===== config.mk =====
export PLATFORM = sky130hd
export DESIGN_NAME = systolic_array_ctrl_flat
export DESIGN_NICKNAME = d
export VERILOG_FILES = /design/src/rtl/systolic_array_ctrl_if.sv /design/src/rtl/systolic_array_ctrl.sv /design/src/flat_wrapper.sv
export SDC_FILE = /design/constraint.sdc
export NUM_CORES = 1
export LEC_CHECK = 0
export CORE_MARGIN = 2
export CORE_UTILIZATION = 50
export DETAILED_ROUTE_END_ITERATION = 6
export GPL_ROUTABILITY_DRIVEN = 0
export GPL_TIMING_DRIVEN = 0
export PLACE_DENSITY = 0.8
export RECOVER_POWER = 25
export SLEW_MARGIN = 40
export SYNTH_ARGS = -nofsm -noshare
export SYNTH_HDL_FRONTEND = slang
export SYNTH_SLANG_ARGS = --single-unit

===== constraint.sdc =====
create_clock -name clk -period 3.4 [get_ports clk]
set_clock_uncertainty 0.15 [all_clocks]
set_input_delay 0.68 -clock clk [delete_from_list [all_inputs] [get_ports clk]]
set_output_delay 0.68 -clock clk [all_outputs]
set_load 0.05 [all_outputs]

===== src/rtl/systolic_array_ctrl_if.sv =====
// Handshake and array-facing bus of the systolic array tile sequencer.
// master = tile buffer / DMA side, slave = the sequencer itself.
interface systolic_array_ctrl_if #(
  parameter int SIZE       = 16,
  parameter int DATA_WIDTH = 8,
  parameter int K_WIDTH    = 16
);
  logic                       start;
  logic [K_WIDTH-1:0]         k_len;
  logic                       busy;
  logic                       in_valid;
  logic                       in_ready;
  logic [SIZE*DATA_WIDTH-1:0] a_col;
  logic [SIZE*DATA_WIDTH-1:0] b_row;
  logic                       sa_accum_reset;
  logic [SIZE*DATA_WIDTH-1:0] sa_west_inputs;
  logic [SIZE*DATA_WIDTH-1:0] sa_north_inputs;
  logic                       result_valid;
  logic                       result_ack;

  modport master (
    output start, k_len, in_valid, a_col, b_row, result_ack,
    input  busy, in_ready, sa_accum_reset, sa_west_inputs, sa_north_inputs, result_valid
  );

  modport slave (
    input  start, k_len, in_valid, a_col, b_row, result_ack,
    output busy, in_ready, sa_accum_reset, sa_west_inputs, sa_north_inputs, result_valid
  );
endinterface


===== src/rtl/systolic_array_ctrl.sv =====
// Sequencer for the SIZE x SIZE systolic array: clears accumulators, skews the A/B
// beat stream onto the array edges, drains the pipeline and flags stable results.
// Optional performance counters are enabled with `define SA_CTRL_PERF_EN.
module systolic_array_ctrl #(
  parameter int SIZE       = 16,
  parameter int DATA_WIDTH = 8,
  parameter int K_WIDTH    = 16,
  parameter int PE_LAT     = 1
) (
  input logic                  clk,
  input logic                  rst,
  systolic_array_ctrl_if.slave bus
`ifdef SA_CTRL_PERF_EN
  ,
  output logic [31:0]          perf_stall_cnt,
  output logic [31:0]          perf_tile_cyc
`endif
);

  localparam int VEC       = SIZE * DATA_WIDTH;
  localparam int DRAIN_CYC = 2 * SIZE - 1 + PE_LAT;
  localparam int CW        = $clog2(DRAIN_CYC + 1);

  typedef enum logic [2:0] {IDLE, CLEAR, FEED, DRAIN, DONE} state_e;

  state_e             state_q, state_d;
  logic [K_WIDTH-1:0] k_q, k_d;
  logic [K_WIDTH-1:0] beat_q, beat_d;
  logic [CW-1:0]      drain_q, drain_d;
  logic [VEC-1:0]     stage_a_q, stage_a_d;
  logic [VEC-1:0]     stage_b_q, stage_b_d;
  logic               accept;

  assign accept = (state_q == FEED) && bus.in_valid;

  always_ff @(posedge clk or negedge rst) begin
    if (!rst) begin
      state_q   <= IDLE;
      k_q       <= '0;
      beat_q    <= '0;
      drain_q   <= '0;
      stage_a_q <= '0;
      stage_b_q <= '0;
    end else begin
      state_q   <= state_d;
      k_q       <= k_d;
      beat_q    <= beat_d;
      drain_q   <= drain_d;
      stage_a_q <= stage_a_d;
      stage_b_q <= stage_b_d;
    end
  end

  // Comparing against K-1 instead of counting to K keeps K = 2^K_WIDTH-1 wrap-free.
  always_comb begin
    state_d   = state_q;
    k_d       = k_q;
    beat_d    = beat_q;
    drain_d   = drain_q;
    stage_a_d = accept ? bus.a_col : '0;
    stage_b_d = accept ? bus.b_row : '0;
    case (state_q)
      IDLE: begin
        if (bus.start) begin
          k_d     = bus.k_len;
          state_d = CLEAR;
        end
      end
      CLEAR: begin
        beat_d  = '0;
        state_d = (k_q == '0) ? DONE : FEED;
      end
      FEED: begin
        if (accept) begin
          if (beat_q == k_q - K_WIDTH'(1)) begin
            drain_d = '0;
            state_d = DRAIN;
          end else begin
            beat_d = beat_q + K_WIDTH'(1);
          end
        end
      end
      DRAIN: begin
        if (drain_q == CW'(DRAIN_CYC)) begin
          state_d = DONE;
        end else begin
          drain_d = drain_q + CW'(1);
        end
      end
      DONE: begin
        if (bus.result_ack) begin
          state_d = IDLE;
        end
      end
      default: state_d = IDLE;
    endcase
  end

  assign bus.busy           = (state_q != IDLE);
  assign bus.in_ready       = (state_q == FEED);
  assign bus.sa_accum_reset = (state_q == CLEAR);
  assign bus.result_valid   = (state_q == DONE);

  // Lane i sits behind i+1 registers after the stage register, forming the diagonal.
  for (genvar i = 0; i < SIZE; i++) begin : g_lane
    logic [DATA_WIDTH-1:0] a_pipe_q [0:i];
    logic [DATA_WIDTH-1:0] a_pipe_d [0:i];
    logic [DATA_WIDTH-1:0] b_pipe_q [0:i];
    logic [DATA_WIDTH-1:0] b_pipe_d [0:i];

    always_comb begin
      a_pipe_d[0] = stage_a_q[i*DATA_WIDTH +: DATA_WIDTH];
      b_pipe_d[0] = stage_b_q[i*DATA_WIDTH +: DATA_WIDTH];
      for (int j = 1; j <= i; j++) begin
        a_pipe_d[j] = a_pipe_q[j-1];
        b_pipe_d[j] = b_pipe_q[j-1];
      end
    end

    always_ff @(posedge clk or negedge rst) begin
      if (!rst) begin
        for (int j = 0; j <= i; j++) begin
          a_pipe_q[j] <= '0;
          b_pipe_q[j] <= '0;
        end
      end else begin
        a_pipe_q <= a_pipe_d;
        b_pipe_q <= b_pipe_d;
      end
    end

    assign bus.sa_west_inputs[i*DATA_WIDTH +: DATA_WIDTH]  = a_pipe_q[i];
    assign bus.sa_north_inputs[i*DATA_WIDTH +: DATA_WIDTH] = b_pipe_q[i];
  end

`ifdef SA_CTRL_PERF_EN
  logic [31:0] stall_q, stall_d;
  logic [31:0] tile_q, tile_d;

  always_ff @(posedge clk or negedge rst) begin
    if (!rst) begin
      stall_q <= '0;
      tile_q  <= '0;
    end else begin
      stall_q <= stall_d;
      tile_q  <= tile_d;
    end
  end

  // Tile time covers CLEAR, FEED and DRAIN; both counters freeze in DONE/IDLE.
  always_comb begin
    stall_d = stall_q;
    tile_d  = tile_q;
    if (state_q == IDLE && bus.start) begin
      stall_d = '0;
      tile_d  = '0;
    end else begin
      if (state_q == FEED && !bus.in_valid && stall_q != '1) begin
        stall_d = stall_q + 32'd1;
      end
      if ((state_q == CLEAR || state_q == FEED || state_q == DRAIN) && tile_q != '1) begin
        tile_d = tile_q + 32'd1;
      end
    end
  end

  assign perf_stall_cnt = stall_q;
  assign perf_tile_cyc  = tile_q;
`endif

endmodule


===== src/flat_wrapper.sv =====
// flat-port wrapper written by rule: the top's interface ports become plain ports
module systolic_array_ctrl_flat 
#(
  parameter int SIZE       = 16,
  parameter int DATA_WIDTH = 8,
  parameter int K_WIDTH    = 16,
  parameter int PE_LAT     = 1
)
  (clk, rst, bus_start, bus_k_len, bus_in_valid, bus_a_col, bus_b_row, bus_result_ack, bus_busy, bus_in_ready, bus_sa_accum_reset, bus_sa_west_inputs, bus_sa_north_inputs, bus_result_valid);
  systolic_array_ctrl_if #(.SIZE(SIZE), .DATA_WIDTH(DATA_WIDTH), .K_WIDTH(K_WIDTH)) bus_i ();
  input logic clk;
  input logic rst;
  input wire logic [$bits(bus_i.start)-1:0] bus_start;
  input wire logic [$bits(bus_i.k_len)-1:0] bus_k_len;
  input wire logic [$bits(bus_i.in_valid)-1:0] bus_in_valid;
  input wire logic [$bits(bus_i.a_col)-1:0] bus_a_col;
  input wire logic [$bits(bus_i.b_row)-1:0] bus_b_row;
  input wire logic [$bits(bus_i.result_ack)-1:0] bus_result_ack;
  output wire logic [$bits(bus_i.busy)-1:0] bus_busy;
  output wire logic [$bits(bus_i.in_ready)-1:0] bus_in_ready;
  output wire logic [$bits(bus_i.sa_accum_reset)-1:0] bus_sa_accum_reset;
  output wire logic [$bits(bus_i.sa_west_inputs)-1:0] bus_sa_west_inputs;
  output wire logic [$bits(bus_i.sa_north_inputs)-1:0] bus_sa_north_inputs;
  output wire logic [$bits(bus_i.result_valid)-1:0] bus_result_valid;
  assign bus_i.start = bus_start;
  assign bus_i.k_len = bus_k_len;
  assign bus_i.in_valid = bus_in_valid;
  assign bus_i.a_col = bus_a_col;
  assign bus_i.b_row = bus_b_row;
  assign bus_i.result_ack = bus_result_ack;
  assign bus_busy = bus_i.busy;
  assign bus_in_ready = bus_i.in_ready;
  assign bus_sa_accum_reset = bus_i.sa_accum_reset;
  assign bus_sa_west_inputs = bus_i.sa_west_inputs;
  assign bus_sa_north_inputs = bus_i.sa_north_inputs;
  assign bus_result_valid = bus_i.result_valid;
  systolic_array_ctrl #(.SIZE(SIZE), .DATA_WIDTH(DATA_WIDTH), .K_WIDTH(K_WIDTH), .PE_LAT(PE_LAT)) u_core (.clk(clk), .rst(rst), .bus(bus_i));
endmodule

==> results of run 1 <==
==> power groups by stage <==
stage | Combinational, W | Sequential (W) | Clock [W]
after CTS | 0.00617 | 0.0367 | 0.0260
after detailed placement | 0.00604 | 0.0369 | 0
after floorplan | 0.00140 | 0.0378 | 0
final | 0.00616 | 0.0367 | 0.0255
after global routing | 0.00655 | 0.0371 | 0.0274
after global placement | 0.00543 | 0.0369 | 0
==> critical path, cell delays in order (launching register included) <==
cell and delay (ps):
dfrtp_1 420, nor2b_1 390, nand2b_1 160, clkinv_1 220
clkdlybuf4s15_2 480
==> worst max path at each step <==
stage	startpoint	end	slack [ps]	cells past startpoint
after CTS	rst	u_core.beat_q[7]$_DFFE_PN0P_	3	8
after detailed placement	rst	u_core.stage_a_q[6]$_DFF_PN0_	-1510	8
after global routing	u_core.k_q[0]$_DFFE_PN0P_	u_core.beat_q[2]$_DFFE_PN0P_	5	11
after floorplan	u_core.k_q[0]$_DFFE_PN0P_	u_core.drain_q[1]$_DFFE_PN0P_	820	10
after global placement	rst	u_core.stage_b_q[14]$_DFF_PN0_	-100710	1
final	u_core.state_q[0]$_DFFE_PN0P_	bus_sa_accum_reset	80	4
==> sequential cells by signal, indices dropped and copies added, names as in the netlist <==
name and count:
u_core.bus.sa_west_inputs 120, u_core.stage_b_q 128, u_core.g_lane.b_pipe_q 8, u_core.drain_q 6, u_core.g_lane.a_pipe_q 8, u_core.k_q 16
u_core.g_lane.a_pipe_d 960, u_core.g_lane.b_pipe_d 960, u_core.bus.sa_north_inputs 120, u_core.beat_q 16, u_core.state_q 3, u_core.stage_a_q 128
==> layout make-up <==
cell class	instances	area, um2
repair buffers	578	6500
diodes	28	70.1
flip-flops and latches	2473	61900
clock inverters	85	1130
fillers	8285	48100
plain buffers	40	189
well taps	1742	2180
inverters	12	45.0
clock buffers	317	6380
multi-input cells	458	3060
==> metrics by stage <==
stage | cells | total power, W | worst slack (ps) | TNS (ps)
6_report | 5733 | 0.0683 | 83.0 | 0
5_1_grt | 5730 | 0.0711 | 5.00 | 0
3_5_place_dp | 5283 | 0.0429 | -1510 | -1035560
4_1_cts | 5699 | 0.0689 | 3.39 | 0
2_1_floorplan | 2983 | 0.0392 | 815 | 0
3_3_place_gp | 5261 | 0.0423 | -100710 | -
==> per-layer routing <==
| layer | GRT usage, % | wire [um] | vias up |
|---|---|---|---|
| met1 | 21.9 | 44300 | 14200 |
| met3 | 5.39 | 6840 | 352 |
| met2 | 37.1 | 75100 | 862 |
| met4 | 10.9 | 6940 | 18 |
| li1 | - | - | 11000 |
| met5 | 0 | 108 | - |
==> cell usage in the layout, fill, tap and decap left out, types with 4 or more instances in the layout <==
cell,count
nand2b_1,5
or3_1,4
clkbuf_8,55
diode_2,28
clkbuf_1,74
mux2i_1,4
ha_1,5
clkinv_2,33
o21ai_2,6
nand3_1,12
clkinv_4,8
inv_1,11
and3_1,6
clkbuf_16,224
nand4_1,8
dfrtp_1,2473
clkinv_8,4
buf_16,28
nor2_1,10
nor3_1,7
nor4_1,9
o211ai_1,5
xor2_1,5
nand2_1,20
and2_1,257
xnor2_1,13
a21oi_1,15
clkinvlp_4,12
or3_2,5
clkinv_16,5
mux2_2,13
or4_1,4
o31ai_1,6
bufinv_16,17
bufbuf_16,6
clkdlybuf4s50_1,534
==> timing repair <==
item,in CTS,in global routing
endpoints found under the setup margin,693,579
resized for setup,3,2
hold endpoints to repair,98,0
hold buffers,8,0
gates cloned,6,6
==> kinds of logic (layout without fill, tap and decap cells) <==
kind of cell / Yosys count / in the layout
flops: 2473 / 2473
simple gates: 359 / 359
compound gates: 57 / 57
buf+inv: 52 / 1032
xor+xnor: 19 / 19
mux: 18 / 18
fa+ha+maj: 5 / 5
other cells: 0 / 28
==> impl_results.md, run 1 <==
* Outcome: finished clean
* R2r setup slk at 200 ps
* Die X at 365 um
* Via count at 26400
* Dpl hpwl at 71400 um
* RSZ-0062 raised after global routing: no
* CORE AREA at 129000 um2
* Xor and xnor area share after synthesis at less than 1%
* Main flop type after synthesis: dfrtp_1
* Min-Delay Path Class: reg2reg
* Remaining Overflow, GRT at 0
* Initial Utilization at about 50%
* Row Count at about 130
* Post-Synth Simple-Gate Area at 3.38%
* Compound-Gate Fraction of Synth Area at 0.618%
* Peak supply drop at 0.481 mV
* Chip height at around 360 um
* Sequential share of power at 53.6%
* Sink Count at 2473
* ANT nets after route at 0
* Detailed Route Iter0 Violations at 1843
* Number of synthesized flops with an enable pin at 0
* P&R area growth vs syn at 25.0%
* CP Capture Type: output port
* Multiplexer share of the synthesized area at less than 1%
* Period minus WS final at 3320 ps
* Arrival @ worst endpoint at 2490 ps
* Leak at 41.3 nW
* Synth async-reset ratio at 100%
* Clk Latency, worst-skew pair at about 830 ps
* Pint at 0.0509 W
* CP required at 2570 ps
* Initial antenna violation count at 35
* PD cells at between 800 and 900 nW/um2
* Post-DR vias/cell at 4.61
* Cell with the most instances after synthesis: dfrtp_1
* FF-to-FF End: u_core.beat_q[2]$_DFFE_PN0P_
* Hold WS at between 150 and 200 ps
* Most frequent cells after synthesis: dfrtp_1, and2_1, clkbuf_1
* H-tree depth at 4
* Fin. Hold Viols at 0
* Layout net count at 4063
* Boundary pin count at 537
* Synth Warn # at 0
* Number of global-route vias before repair at a little over 30000
* Logic pwr share at 9.0%
* Layout cells sized above 1 at about 11%
* Syn Inst Count at 2983
* Slew Viols, Final at 0
* R2r startpoint: u_core.k_q[0]$_DFFE_PN0P_
* DRC Markers at 0
* Sw Pwr at between 0.015 and 0.02 W
* Hold Path Sink: u_core.g_lane[11].b_pipe_d[52]$_DFF_PN0_
* Final setup violating endpoints at 0
* Worst Tran Pin Value at 752 ps
* Worst Hold Depth at 0
* Sw Share at 25.5%
* # Max-Cap Violations at 0
* Synth top area share at 95.0%
* Port Buffers at 536
* Total track usage at approximately a fifth
* FF-to-FF path depth at 11
* Register area share after synthesis at 95.0%
* Average size of a mapped cell at 21.8 um2
* Die ar. at 133000 um2
* Main combinational cell family by area after synthesis: simple AND/OR/NAND/NOR gates
* Final critical-path share of the clock period at 97.6%
* Maximum buffer depth of the clock tree at 3
* Critical path peak fanout at 10
* Setup CP Type: reg2out
* CTS tree: done
* Largest net degree at the start of global routing at 126
* Routed WL per cell at 23.2 um
* Setup crit start kind: flip-flop
* Yosys reg bits at 2473
* Synthesized Nets at 3265
* Area share of fa/ha/maj cells after synthesis at less than 1%
* Routed Wire Length at 133000 um
* Global-route wire length before repair at 198000 um
* Setup bufs post-CTS at 0
* Clock Power Share at 37.3%
* Root Buffer: clkbuf_16
* Largest area contributor in the netlist: dfrtp_1
* Clock slew at reported path FFs at 60 ps
* Cts bufs inserted at approximately 220
* Fin area at 81400 um2
* Worst Hold Launch: u_core.g_lane[11].b_pipe_d[60]$_DFF_PN0_
* DP Area at 73300 um2
* Distinct cell type count after synthesis at 61
* Synth area leaders: dfrtp_1, and2_1, mux2_2
* Iteration count of the initial detailed-routing pass at 5
* Synthesized cell area at 65200 um2
* Finished Core Util at about 63%
* Worst slew margin at 49.7%
* Peak Freq at 0.301 GHz
No activity file was read; power rests on OpenSTA's default activity.
==> run 2: changes to the inputs <==
- CAP_MARGIN: not set -> 20
==> results of run 2 <==
No change in the layout: final DEF, timing and power equal those of run 1.
==> run 3: changes to the inputs <==
- CTS_CLUSTER_SIZE: not set -> 24
==> run 3 against run 2 <==
Compared with the run above:
- clock-buffer cell count unchanged
- clock power hardly changed
- sequential share of layout area hardly changed
- global-route usage barely moved
- power fell by 0.11%
- largest cell class unchanged
==> impl_results.md, run 3 (synthesis gave the netlist of run 1 again) <==
* Remaining Overflow, GRT at 0 (unchanged)
* Peak supply drop at 0.481 mV (about the same)
* Leak at 41.3 nW (about the same)
* Sink Count at 2473 (unchanged)
* Initial antenna violation count at 35 (unchanged)
* Min-Delay Path Class: reg2reg
* Routed Wire Length at 133000 um (about the same)
* Clk Latency, worst-skew pair at 830 ps (about the same)
* Sequential share of power at 53.7% (about the same)
* Total track usage at 20.5% (about the same)
* CP Capture Type: output port
* Setup CP Type: reg2out
* Dpl hpwl at 71400 um (unchanged)
* Boundary pin count at 537 (unchanged)
* Row Count at 132 (unchanged)
* Post-DR vias/cell at 4.60 (about the same)
* Setup WS pre-CTS at -1510 ps (unchanged)
* CORE AREA at 129000 um2 (unchanged)
* Critical path peak fanout at 10 (unchanged)
* Final setup margin at 108 ps (+24.7 ps)
* Clock Power Share at 37.3% (about the same)
* Sw Pwr at 0.0174 W (about the same)
* Largest net degree at the start of global routing at 126 (unchanged)
* Die ar. at 133000 um2 (unchanged)
* Slew Viols, Final at 0 (unchanged)
* Logic pwr share at 9.0% (about the same)
* CP required at 2570 ps (about the same)
* CTS tree: done
* Detailed Route Iter0 Violations at 1901 (+3.1%)
* Outcome: finished clean
* P&R area growth vs syn at 24.9% (about the same)
* ANT nets after route at 0 (unchanged)
* Period minus WS final at 3290 ps (-24.7 ps)
* Fin. Hold Viols at 0 (unchanged)
* DRC Markers at 0 (unchanged)
* Arrival @ worst endpoint at 2460 ps (-30 ps)
* Sw Share at 25.5% (+0.026 points)
* Worst slew margin at 49.6% (-0.10 points)
* Commonest non-fill, non-tap cell in the layout: dfrtp_1
* Die X at 365 um (unchanged)
* # Max-Cap Violations at 0 (unchanged)
* PD cells at 838 nW/um2 (about the same)
* Layout cells sized above 1 at 11.2% (unchanged)
* Pint at 0.0509 W (-0.15%)
* Hold WS at 159 ps (+0.374 ps)
* Via count at 26400 (-0.072%)
* RSZ-0062 raised after global routing: no
* Worst Tran Pin Value at 753 ps (+1.52 ps)
* Final critical-path share of the clock period at 96.8% (-0.73 points)
* Port Buffers at 536 (unchanged)
* Global-route wire length before repair at 198000 um (about the same)
* Initial Utilization at 50.3% (unchanged)
* Chip height at 365 um (unchanged)
* H-tree depth at 4 (unchanged)
* Routed WL per cell at 23.2 um (about the same)
* Maximum buffer depth of the clock tree at 3 (unchanged)
* Final setup violating endpoints at 0 (unchanged)
* Number of global-route vias before repair at 30800 (-0.029%)
* Iteration count of the initial detailed-routing pass at 6 (+1)
* Commonest non-fill, non-tap cells in the layout: dfrtp_1, clkdlybuf4s50_1, and2_1
* Layout net count at 4063 (unchanged)
* Setup crit start kind: flip-flop
* Peak Freq at 0.304 GHz (+0.75%)
* Root Buffer: clkbuf_16
* Clock slew at reported path FFs at 60 ps (about the same)
* Cts bufs inserted at 218 (unchanged)
* Setup bufs post-CTS at 0 (unchanged)
run 3: cell count changes in the layout (fill, tap and decap cells not counted):
cell / change
bufinv_16: -1
clkinv_2: +1
diode_2: +1
run 3: per-stage QoR:
stage | setup TNS [ps] | utilization [%] | instances | total power [W] | instance area [um2]
finish | 0 | 62.9 | 5734 | 0.0683 | 81400
global route | 0 | 62.9 | 5731 | 0.0710 | 81400
CTS | 0 | 62.7 | 5699 | 0.0688 | 81200
detailed placement | -1035560 | 56.6 | 5283 | 0.0429 | 73300
global placement | - | 56.1 | 5261 | 0.0423 | 72700
floorplan | 0 | - | 2983 | 0.0392 | 65200
run 3: cell type report:
| cell class | instances | area [um2] |
|---|---|---|
| repair buffers | 578 | 6500 |
| multi-input cells | 458 | 3060 |
| plain buffers | 40 | 189 |
| diodes | 29 | 72.6 |
| flip-flops and latches | 2473 | 61900 |
| well taps | 1742 | 2180 |
| clock inverters | 85 | 1100 |
| inverters | 12 | 45.0 |
| clock buffers | 317 | 6380 |
| fillers | 8289 | 48100 |
run 3: worst paths after layout:
check,to,depth (start not counted),slack (ps),startpoint
min reg2reg,u_core.g_lane[11].b_pipe_d[52]$_DFF_PN0_,0,160,u_core.g_lane[11].b_pipe_d[60]$_DFF_PN0_
min in group asynchronous,u_core.g_lane[9].a_pipe_d[55]$_DFF_PN0_,3,530,rst
min,u_core.g_lane[11].b_pipe_d[52]$_DFF_PN0_,0,160,u_core.g_lane[11].b_pipe_d[60]$_DFF_PN0_
max,bus_sa_accum_reset,4,110,u_core.state_q[0]$_DFFE_PN0P_
max in group asynchronous,u_core.k_q[5]$_DFFE_PN0P_,8,400,rst
max reg2reg,u_core.beat_q[2]$_DFFE_PN0P_,11,200,u_core.k_q[0]$_DFFE_PN0P_
run 3: timing repair:
action                                 in CTS  in global routing
hold buffers                                8                  0
gates cloned                                6                  6
setup endpoints to repair                 693                579
endpoints found under the hold margin      98                  0
resized for setup                           3                  2
run 3: critical path, stage by stage (launching register included):
cell and delay, ps:
dfrtp_1 410, nor2b_1 380, nand2b_1 160, clkinv_1 220, clkdlybuf4s15_2 480
run 3: per-layer routing:
| layer | part of all wire (%) | routed length (um) | global-route usage (%) |
|---|---|---|---|
| met1 | 33 | 44400 | 21.9 |
| met2 | 56 | 74900 | 37.1 |
| met3 | 5.2 | 6880 | 5.48 |
| met4 | 5.2 | 6990 | 10.8 |
| met5 | 0.081 | 108 | 0 |
run 3: power by group through the flow:
stage | clock network [W] | registers [W] | logic (W)
3_5_place_dp | 0 | 0.0369 | 0.00604
2_1_floorplan | 0 | 0.0378 | 0.00140
5_1_grt | 0.0274 | 0.0371 | 0.00655
4_1_cts | 0.0259 | 0.0367 | 0.00617
3_3_place_gp | 0 | 0.0369 | 0.00543
6_report | 0.0254 | 0.0367 | 0.00616
